### src/rtl/stopwatch_pkg.sv
// Shared types and elaboration helpers for the stopwatch control sequencer.
package stopwatch_pkg;

    // Mode FSM states; the encodings are visible on the state port.
    typedef enum logic [1:0] {
        IDLE    = 2'd0,
        RUNNING = 2'd1,
        PAUSED  = 2'd2,
        LAP     = 2'd3
    } state_t;

    // Clock cycles per count-enable tick; CLK_HZ must be an integer multiple
    // of TICK_HZ giving at least 2.
    function automatic int calc_div(input int clk_hz, input int tick_hz);
        return clk_hz / tick_hz;
    endfunction

    // Width of a counter that holds 0..n-1, never narrower than one bit.
    function automatic int calc_width(input int n);
        return (n > 1) ? $clog2(n) : 1;
    endfunction

endpackage

### src/rtl/button_debounce.sv
// One raw button: 2-flop synchroniser, stability counter and a one-cycle
// press pulse on each accepted rising level.
module button_debounce #(
    parameter int DEBOUNCE_CYCLES = 1_000_000
) (
    input  logic clk,
    input  logic reset,
    input  logic btn,
    output logic press
);

    localparam int             CW       = $clog2(DEBOUNCE_CYCLES + 1);
    localparam logic [CW-1:0]  CNT_LAST = CW'(DEBOUNCE_CYCLES - 1);

    logic          sync_a;
    logic          sync_b;
    logic          level;
    logic [CW-1:0] cnt;

    // Bring the asynchronous button into the clk domain.
    // NOTE: sequential state always uses <= so every flop samples pre-edge values.
    always_ff @(posedge clk or negedge reset) begin
        if (!reset) begin
            sync_a <= 1'b0;
            sync_b <= 1'b0;
        end else begin
            sync_a <= btn;
            sync_b <= sync_a;
        end
    end

    // Accept a new level after DEBOUNCE_CYCLES consecutive disagreeing
    // samples; pulse press in the same edge that a high level is accepted.
    always_ff @(posedge clk or negedge reset) begin
        if (!reset) begin
            level <= 1'b0;
            cnt   <= '0;
            press <= 1'b0;
        end else begin
            press <= 1'b0;
            if (sync_b != level) begin
                if (cnt == CNT_LAST) begin
                    level <= sync_b;
                    cnt   <= '0;
                    press <= sync_b;
                end else begin
                    cnt <= cnt + CW'(1);
                end
            end else begin
                // Any agreeing sample restarts the stability window.
                cnt <= '0;
            end
        end
    end

endmodule

### src/rtl/stopwatch_ctrl.sv
// Stopwatch control sequencer: debounced buttons drive the mode FSM, which
// gates the centisecond prescaler and issues the counter clear and lap freeze.
module stopwatch_ctrl
    import stopwatch_pkg::*;
#(
    parameter int CLK_HZ          = 100_000_000,
    parameter int TICK_HZ         = 100,
    parameter int DEBOUNCE_CYCLES = 1_000_000
) (
    input  logic       clk,
    input  logic       reset,
    input  logic       btn_start_stop,
    input  logic       btn_lap,
    input  logic       btn_clear,
    output logic       tick,
    output logic       clr,
    output logic       lap_hold,
    output logic       running,
    output logic [1:0] state
);

    localparam int            DIV        = calc_div(CLK_HZ, TICK_HZ);
    localparam int            PW         = calc_width(DIV);
    localparam logic [PW-1:0] PRESC_LAST = PW'(DIV - 1);

    logic          ss_p;
    logic          lap_p;
    logic          clr_p;
    state_t        state_q;
    logic [PW-1:0] presc;

    button_debounce #(.DEBOUNCE_CYCLES(DEBOUNCE_CYCLES)) u_db_ss (
        .clk   (clk),
        .reset (reset),
        .btn   (btn_start_stop),
        .press (ss_p)
    );

    button_debounce #(.DEBOUNCE_CYCLES(DEBOUNCE_CYCLES)) u_db_lap (
        .clk   (clk),
        .reset (reset),
        .btn   (btn_lap),
        .press (lap_p)
    );

    button_debounce #(.DEBOUNCE_CYCLES(DEBOUNCE_CYCLES)) u_db_clr (
        .clk   (clk),
        .reset (reset),
        .btn   (btn_clear),
        .press (clr_p)
    );

    assign state = state_q;

    // Mode FSM and prescaler with registered tick/clr/lap_hold/running.
    always_ff @(posedge clk or negedge reset) begin
        if (!reset) begin
            state_q  <= IDLE;
            presc    <= '0;
            tick     <= 1'b0;
            clr      <= 1'b0;
            lap_hold <= 1'b0;
            running  <= 1'b0;
        end else begin
            tick <= 1'b0;
            clr  <= 1'b0;

            // Every cycle spent in RUNNING/LAP advances the prescaler, so a
            // pause/resume keeps the partial period. A start/stop press is the
            // only way out of these states; when it lands on the wrap cycle the
            // tick is withheld and the count stays at DIV-1 so the tick is
            // issued on the first cycle after resuming.
            if (state_q == RUNNING || state_q == LAP) begin
                if (presc == PRESC_LAST) begin
                    if (!ss_p) begin
                        presc <= '0;
                        tick  <= 1'b1;
                    end
                end else begin
                    presc <= presc + PW'(1);
                end
            end

            // Priority clear > start/stop > lap; a press ignored in the current
            // state falls through to the next one.
            case (state_q)
                IDLE: begin
                    if (clr_p) begin
                        clr <= 1'b1;
                    end else if (ss_p) begin
                        state_q <= RUNNING;
                        running <= 1'b1;
                    end
                end
                RUNNING: begin
                    if (ss_p) begin
                        state_q <= PAUSED;
                        running <= 1'b0;
                    end else if (lap_p) begin
                        state_q  <= LAP;
                        lap_hold <= 1'b1;
                    end
                end
                LAP: begin
                    if (ss_p) begin
                        state_q  <= PAUSED;
                        running  <= 1'b0;
                        lap_hold <= 1'b0;
                    end else if (lap_p) begin
                        state_q  <= RUNNING;
                        lap_hold <= 1'b0;
                    end
                end
                PAUSED: begin
                    if (clr_p) begin
                        state_q <= IDLE;
                        clr     <= 1'b1;
                        presc   <= '0;
                    end else if (ss_p) begin
                        state_q <= RUNNING;
                        running <= 1'b1;
                    end
                end
                default: begin
                    state_q  <= IDLE;
                    running  <= 1'b0;
                    lap_hold <= 1'b0;
                end
            endcase
        end
    end

endmodule

### config.mk
export PLATFORM = sky130hd
export DESIGN_NAME = stopwatch_ctrl
export DESIGN_NICKNAME = d
export VERILOG_FILES = /design/src/rtl/stopwatch_pkg.sv /design/src/rtl/button_debounce.sv /design/src/rtl/stopwatch_ctrl.sv
export SDC_FILE = /design/constraint.sdc
export NUM_CORES = 1
export LEC_CHECK = 0
export CORE_AREA = 2 2 93 95
export DETAILED_ROUTE_END_ITERATION = 12
export DIE_AREA = 0 0 95 97
export HOLD_SLACK_MARGIN = 0.06
export PLACE_DENSITY = 0.89
export REMOVE_ABC_BUFFERS = 1
export SLEW_MARGIN = 30
export SYNTH_ARGS = -nofsm -noshare
export SYNTH_HDL_FRONTEND = slang
export SYNTH_HIERARCHICAL = 1
export SYNTH_SLANG_ARGS = --single-unit
### constraint.sdc
create_clock -name clk -period 3.6 [get_ports clk]
set_input_delay 0.54 -clock clk [delete_from_list [all_inputs] [get_ports clk]]
set_output_delay 0.54 -clock clk [all_outputs]
set_load 0.05 [all_outputs]
=== Word level (Yosys, flattened, before mapping) ===
Cells that the tools add are included.
W data, S select, Z words.

* Register bits: 98
* Output and inout bits: 6
* Logic and storage cells: 93

* $add $sub $neg: 4
* Equal/unequal tests: 18
* Mux-type cells: 39
* Reductions and logical operators: 11

{| class="wikitable"
|+ Operators with widths
! cell !! count
|-
| $mux W20 || 11
|-
| $add A20 B1 Y20 const B || 4
|-
| $eq A20 B20 Y1 const B || 4
|-
| $mux W1 || 18
|-
| $mux W2 || 7
|-
| $pmux W2 S4 || 1
|-
| $ne A2 B1 Y1 const B || 3
|-
| $ne A2 B2 Y1 const B || 3
|-
| $ne A3 B1 Y1 const B || 2
|-
| $reduce_and A2 Y1 || 3
|-
| $reduce_and A3 Y1 || 2
|-
| $eq A2 B2 Y1 const B || 2
|-
| $pmux W1 S2 || 2
|-
| $reduce_and A4 Y1 || 1
|-
| $reduce_or A2 Y1 || 2
|-
| $ne A1 B1 Y1 || 3
|-
| $eq A2 B1 Y1 const B || 1
|-
| $logic_not A2 Y1 || 1
|-
| $reduce_bool A2 Y1 || 1
|-
| $logic_or A1 B1 Y1 || 1
|}

=== Longest topological paths before layout ===
Gate-level depths: netlist (run 1).

* Word-level depth: 5
* Gate-level depth with buffers: 6

=== Hierarchy ===
Netlist (run 1), hierarchy kept.

{| class="wikitable"
|+ Modules (own cells, without submodules)
! module !! instances !! cells each !! area each (µm²) !! sequential area each (µm²)
|-
| button_debounce (u_db_clr ...) || 2 || 107 || 1,184.9 || 600.6
|-
| stopwatch_ctrl || 1 || 160 || 1,442.6 || 650.6
|-
| button_debounce (u_db_lap) || 1 || 109 || 1,143.6 || 600.6
|}

=== Worst setup path before layout (run 1) ===
No wires, ideal clock.

* Path kind: reg2reg
* Start point: reg state_q[0], in the netlist state[0]
* End point: reg presc[3]
* Library setup time: 122 ps
* Data arrival time: 1,708 ps
* Path slack: 1,771 ps
* Cell stages (with the launch flop): 7
* Buffers on the path: 1
* Period minus slack after synthesis: 1,829 ps
* Cell sequence: dfrtp_1 inv_1 clkbuf_1 nand3_1 nand3_1 o31ai_1 a32o_1

* Longest elaborated chain between the ends: 5

{| class="wikitable"
|+ RTL lines
! element !! line !! text
|-
| start: declaration || stopwatch_ctrl.sv:29 || <nowiki>state_t state_q;</nowiki>
|-
| start signal: assignment || stopwatch_ctrl.sv:58 || <nowiki>state_q <= IDLE;</nowiki>
|-
| start signal: assignment || stopwatch_ctrl.sv:91 || <nowiki>state_q <= RUNNING;</nowiki>
|-
| start signal: assignment || stopwatch_ctrl.sv:97 || <nowiki>state_q <= PAUSED;</nowiki>
|-
| $eq A2 B1 Y1 or $eq A2 B2 Y1 (tied branches) || stopwatch_ctrl.sv:73 || <nowiki>if (state_q == RUNNING || state_q == LAP) begin</nowiki>
|-
| $logic_or A1 B1 Y1 || stopwatch_ctrl.sv:73 ||
|-
| $mux W20 || stopwatch_ctrl.sv:73 ||
|-
| $mux W20 || stopwatch_ctrl.sv:115 || <nowiki>if (clr_p) begin</nowiki>
|-
| $mux W20 * || stopwatch_ctrl.sv:86 || <nowiki>case (state_q)</nowiki>
|-
| end signal: assignment || stopwatch_ctrl.sv:80 || <nowiki>presc <= presc + PW'(1);</nowiki>
|-
| end: declaration || stopwatch_ctrl.sv:30 || <nowiki>logic [PW-1:0] presc;</nowiki>
|}

Every way passes the cells marked *; elsewhere a longest branch is shown, timed or not.
A chain may end at the register's enable or synchronous reset.

=== Worst setup path in the final report (run 1) ===
* Start point: reg state_q[0], in the netlist state[0]
* End point: out state[0]

{| class="wikitable"
|+ RTL lines
! element !! line !! text
|-
| end: declaration || stopwatch_ctrl.sv:19 || <nowiki>output logic [1:0] state</nowiki>
|}

No word-level cell between the ends.

==> results.tsv, run 1 <==
metric	value	unit
io_buffers	10	
final_hold_viol_count	0	
crit_buf_inv	1	
grt_pass1_vias	3716	
clock_skew	0.01499	ns
critical-path-top-delay-family	buffers and inverters	
synth_top_area_frac	0.4948	
postCtsSetupBuffers	0	
die_y	97	um
wire_per_inst	16.74	um
grt_first_pass_wirelength	17.38	mm
maxCapViolCount	0	
final_util	0.6584	
grt_max_degree	55	
dr.first_iter.drc_count	259	
htreeDepth	3	
startpoint_type	register	
yosys-top-cells-count	98 x dfrtp_1, 58 x nor2_1, 37 x nand2_1	
path_clk_slew	0.09	ns
rsz0062_at_grt	no	
grtUsageMet3	0.05919	
grt.busiest_layer	met2	
cpPeakStageDelay	0.93	ns
synth_area	0.004956	mm^2
antenna_found_initial	0	
r2r_start	u_db_lap/cnt[10]	
syn2layout_area_growth	8.054	%
worst_pin_slew	0.9345	ns
synth_top_cell_by_area	dfrtp_1	
firstDrtPassIters	4	
row_count	33	
grt_use_met1	0.3219	
die_area	0.009215	mm^2
ctsHoldBuffers	0	
gp_congestion	0.9134	
powerDensity	351.8	mW/mm^2
ys_seq_area_frac	0.4948	
synth_flop_cell	dfrtp_1	
final_layout_size_suffix_gt1_frac	0.1056	
die_w	95	um
relSlewSlack	0.3749	
cts_buffers	9	
clockBufferDepth	2	
synth_cell_types	64	
p_leak	2.204	nW
post-synth-top-count-cell	dfrtp_1	
overflow	0	
worst_slack	0.9975	ns
root_buffer	clkbuf_8	
power	1.884	mW
finalCritPeriodShare	0.7229	
cts_tree	yes	
crit_type	reg2out	
fmax	0.3842	GHz
swShare	0.2217	
status	completed	
synth_cells	483	
n_antenna_cell	0	
vias	3801	
drv_slew	0	
io_pins	11	
switching_power	417.7	uW
viasPerCell	6.262	
period_minus_slack	2.603	ns
cp-end-kind	output pin	
grtUsageMet2	0.3639	
power_frac_clock	0.373	
ys_ff_latch	98	
detailedPlace.worstSlack	1.371	ns
combPwrFrac	0.032	
crit_fanout	22	
cp_slowest_cell	clkdlybuf4s50_1	
ir_drop	0.2746	mV
yosysWarnings	6	
track_usage	0.2337	
hold_class	in2async	
dp_hpwl	6.825	mm
cts.sinks	98	
cts.repair.resized	0	
crit_start	state[0]	
setup_viol_count_final	0	
synth_area_per_cell	10.26	um^2
final_nets	507	
insertion_delay	0.36	ns
ys_top_cells_by_area	dfrtp_1 49%, nor2_1 4.4%, xnor2_1 3.9%, xor2_1 3.9%, nand3_1 3.1%	
cp_cell_sequence	clkdlybuf4s50_1	
synthArstFlopShare	1.000	
p_int	1.466	mW
finalWirelength	10.16	mm
synth_edf_count	0	
tns	0	ns
sequentialPowerShare	0.596	
core	0.008134	mm^2
start_util	0.6093	
drc	0	
required	3.06	ns
critPathArrivalTime	2.06	ns
antenna_left	0	
[per-stage QoR]
stage | hold slack, ns | cells | cell area [um^2]
6_report | 0.2195 | 607 | 5355
5_1_grt | 0.2514 | 607 | 5355
4_1_cts | 0.2311 | 605 | 5336
3_5_place_dp | 0.3355 | 590 | 5145
3_3_place_gp | 0.3328 | 590 | 5145
2_1_floorplan | 0.2444 | 473 | 4901
[worst paths after layout]
kind / end / slack, ns / cells past startpoint
min in group clk: u_db_clr/sync_b / 0.35 / 0
setup reg to reg: u_db_lap/level / 1.41 / 4
setup / recovery: state[0] / 1.0 / 1
hold reg to reg: u_db_clr/sync_b / 0.35 / 0
max in group asynchronous: u_db_clr/cnt[9] / 2.61 / 2
hold / removal: u_db_lap/cnt[19] / 0.22 / 1
[cell usage in the layout, fill, tap and decap left out, types with 3 or more instances in the layout]
master,netlist,layout
dfrtp_1,98,98
nor2_1,58,58
nand2_1,37,37
nand3_1,31,31
a21oi_1,23,23
xnor2_1,22,22
xor2_1,22,22
o21ai_0,15,15
nand4_1,14,14
and3_1,12,12
or4_1,11,11
o31ai_1,11,11
nor3_1,10,10
clkbuf_8,0,10
inv_1,9,9
clkdlybuf4s50_1,0,9
nand4_2,6,6
and4_1,6,6
or3_1,6,6
nor4_1,5,5
nand2b_1,4,4
mux2i_1,4,4
ha_1,4,4
buf_4,2,4
nand3_2,4,4
nor4_2,4,4
a31oi_1,3,3
nor2b_1,3,3
clkinv_2,0,3
o41ai_4,3,3
nor3b_1,3,3
[state kept, by name, summed over array words and instances (netlist names), 2 cells and up]
register and cells:
u_db_clr/cnt 20, state 2, u_db_lap/cnt 20, u_db_ss/cnt 20
presc 20
[cells by family after synthesis]
group	synth area share
AND/OR/NAND/NOR	0.2759
flip-flops	0.4948
AO/OA/AOI/OAI	0.1070
XOR/XNOR	0.07776
buffers and inverters	0.01792
multiplexers	0.01641
adder cells (fa/ha/maj)	0.01010
[layout make-up]
cell class,count,area [um^2]
repair buffers,14,131.4
clock buffers,10,137.6
flip-flops and latches,98,2452
multi-input cells,366,2415
fillers,583,2779
clock inverters,5,53.80
inverters,9,33.78
well taps,105,131.4
[power by group through the flow]
stage / sequential [mW] / combinational (mW) / clock (mW)
after floorplan: 1.14 / 0.0242 / 0
after global placement: 1.14 / 0.0559 / 0
after detailed placement: 1.14 / 0.0579 / 0
after CTS: 1.12 / 0.0588 / 0.718
after global routing: 1.12 / 0.0687 / 0.773
final: 1.12 / 0.0595 / 0.702
[routing by layer]
metal / vias to the layer above / wire, um / share of wire
met5: - / 0 / 0
met4: 0 / 166 / 0.016
met3: 20 / 428 / 0.042
met2: 96 / 5098 / 0.50
met1: 1892 / 4466 / 0.44
li1: 1793 / - / -
Note: power is estimated with default switching activity, not from simulation.
==> inputs of run 2 (changes only) <==
==> constraint.sdc (replaced) <==
create_clock -name clk -period 2.4 [get_ports clk]
set_input_delay 0.36 -clock clk [delete_from_list [all_inputs] [get_ports clk]]
set_output_delay 0.36 -clock clk [all_outputs]
set_load 0.05 [all_outputs]
==> results.tsv, run 2 (synthesis gave the netlist of run 1 again) <==
metric	value	unit	change
cts_buffers	9		unchanged
fillers	589		+1.0%
relSlewSlack	0.5797		+0.2048
clockBufferDepth	2		unchanged
cp-end-kind	output pin		
multi_input_area	0.002415	mm^2	unchanged
dr.first_iter.drc_count	237		-8.5%
htreeDepth	3		unchanged
grt_pass1_vias	3799		+2.2%
syn2layout_area_growth	9.089	%	
viasPerCell	6.230		-0.50%
final_hold_viol_count	0		unchanged
fin_area	0.005406	mm^2	+0.96%
final_nets	511		+0.79%
grt_max_degree	50		-9.1%
crit_type	reg2out		
place_area	0.005195	mm^2	+0.97%
finalCritPeriodShare	0.8568		
critPathArrivalTime	1.70	ns	-0.36 ns
clock_skew	0.01176	ns	-0.003236 ns
finalWirelength	10.19	mm	+0.30%
final_util	0.6647		+0.006307
final_cell_mix	98 x dfrtp_1, 58 x nor2_1, 37 x nand2_1		
setup_viol_count_final	0		unchanged
layout.area.seq	0.002452	mm^2	unchanged
drc	0		unchanged
status	completed		
io_buffers	10		unchanged
track_usage	0.2377		+0.003987
critical-path-top-delay-family	buffers and inverters		
n_antenna_cell	0		unchanged
ir_drop	0.3137	mV	+14%
fmax	0.4863	GHz	
grt_first_pass_wirelength	17.50	mm	+0.67%
dp_hpwl	7.055	mm	+3.4%
cp_slowest_cell	clkdlybuf4s50_1		
hold_class	reg2reg		
powerDensity	529.9	mW/mm^2	+51%
period_minus_slack	2.056	ns	
row_count	33		unchanged
cts.sinks	98		unchanged
maxCapViolCount	0		unchanged
final_layout_size_suffix_gt1_frac	0.1124		+0.006848
antenna_found_initial	0		unchanged
firstDrtPassIters	7		+3
p_leak	2.223	nW	+0.90%
gp_congestion	0.8975		-1.7%
core	0.008134	mm^2	unchanged
antenna_left	0		unchanged
overflow	0		unchanged
io_pins	11		unchanged
final_common_cell	dfrtp_1		
postCtsSetupBuffers	0		unchanged
path_clk_slew	0.09	ns	about the same
root_buffer	clkbuf_8		
tns	0	ns	unchanged
required	2.04	ns	-1.02 ns
crit_fanout	7		-68%
vias	3813		+0.32%
die_y	97	um	unchanged
cp_cell_sequence	clkdlybuf4s50_1		
rsz0062_at_grt	no		
cts_tree	yes		
die_w	95	um	unchanged
worst_pin_slew	0.6305	ns	-0.3039 ns
die_area	0.009215	mm^2	unchanged
startpoint_type	register		
drv_slew	0		unchanged
crit_buf_inv	1		unchanged
wire_per_inst	16.65	um	-0.52%
insertion_delay	0.37	ns	about the same
hold_slack	0.3543	ns	+0.1348 ns
cpPeakStageDelay	0.85	ns	-0.08 ns
start_util	0.6093		unchanged
[run 2: what timing repair did]
item | CTS | global route
hold endpoints to repair | 47 | 0
resized for setup | 0 | 0
hold buffers | 1 | 0
[run 2: path summary, 6_finish.rpt]
check                                     start  slack, ns          endpoint  depth (start not counted)
worst max-delay path                   state[1]       0.34          state[1]                          1
worst min-delay path            u_db_lap/sync_a       0.35   u_db_lap/sync_b                          0
worst max register to register  u_db_lap/cnt[0]       0.42  u_db_lap/cnt[18]                          5
worst min register to register  u_db_lap/sync_a       0.35   u_db_lap/sync_b                          0
max in group asynchronous                 reset       1.21               clr                          3
min in group asynchronous                 reset       0.55  u_db_lap/cnt[12]                          2
[run 2: final cells by class]
type,instances,share of cell area
multi-input combinational,366,0.4467
clock inverter,7,0.01435
tap,105,0.02430
sequential,98,0.4536
inverter,9,0.006249
clock buffer,9,0.02291
timing repair buffer,18,0.03194
[run 2: per-stage QoR]
| step | power, mW | setup WS [ns] | instances |
|---|---|---|---|
| 2_1_floorplan | 1.748 | 0.4602 | 473 |
| 3_3_place_gp | 1.805 | 0.5389 | 595 |
| 3_5_place_dp | 1.811 | 0.4634 | 595 |
| 4_1_cts | 2.887 | 0.3320 | 612 |
| 5_1_grt | 2.969 | 0.2702 | 612 |
| 6_report | 2.865 | 0.3438 | 612 |
[run 2: layer usage]
| metal | track usage | wire [um] | vias up |
|---|---|---|---|
| met1 | 0.3190 | 4390 | 1883 |
| li1 | - | - | 1808 |
| met4 | 0.09030 | 163 | 0 |
| met5 | 0 | 0 | - |
| met2 | 0.3857 | 5164 | 104 |
| met3 | 0.03972 | 471 | 18 |
[run 2: power breakdown]
part / switching, mW / internal, mW
clock network: 0.597 / 0.491
registers: 0.0168 / 1.67
logic: 0.0606 / 0.0324
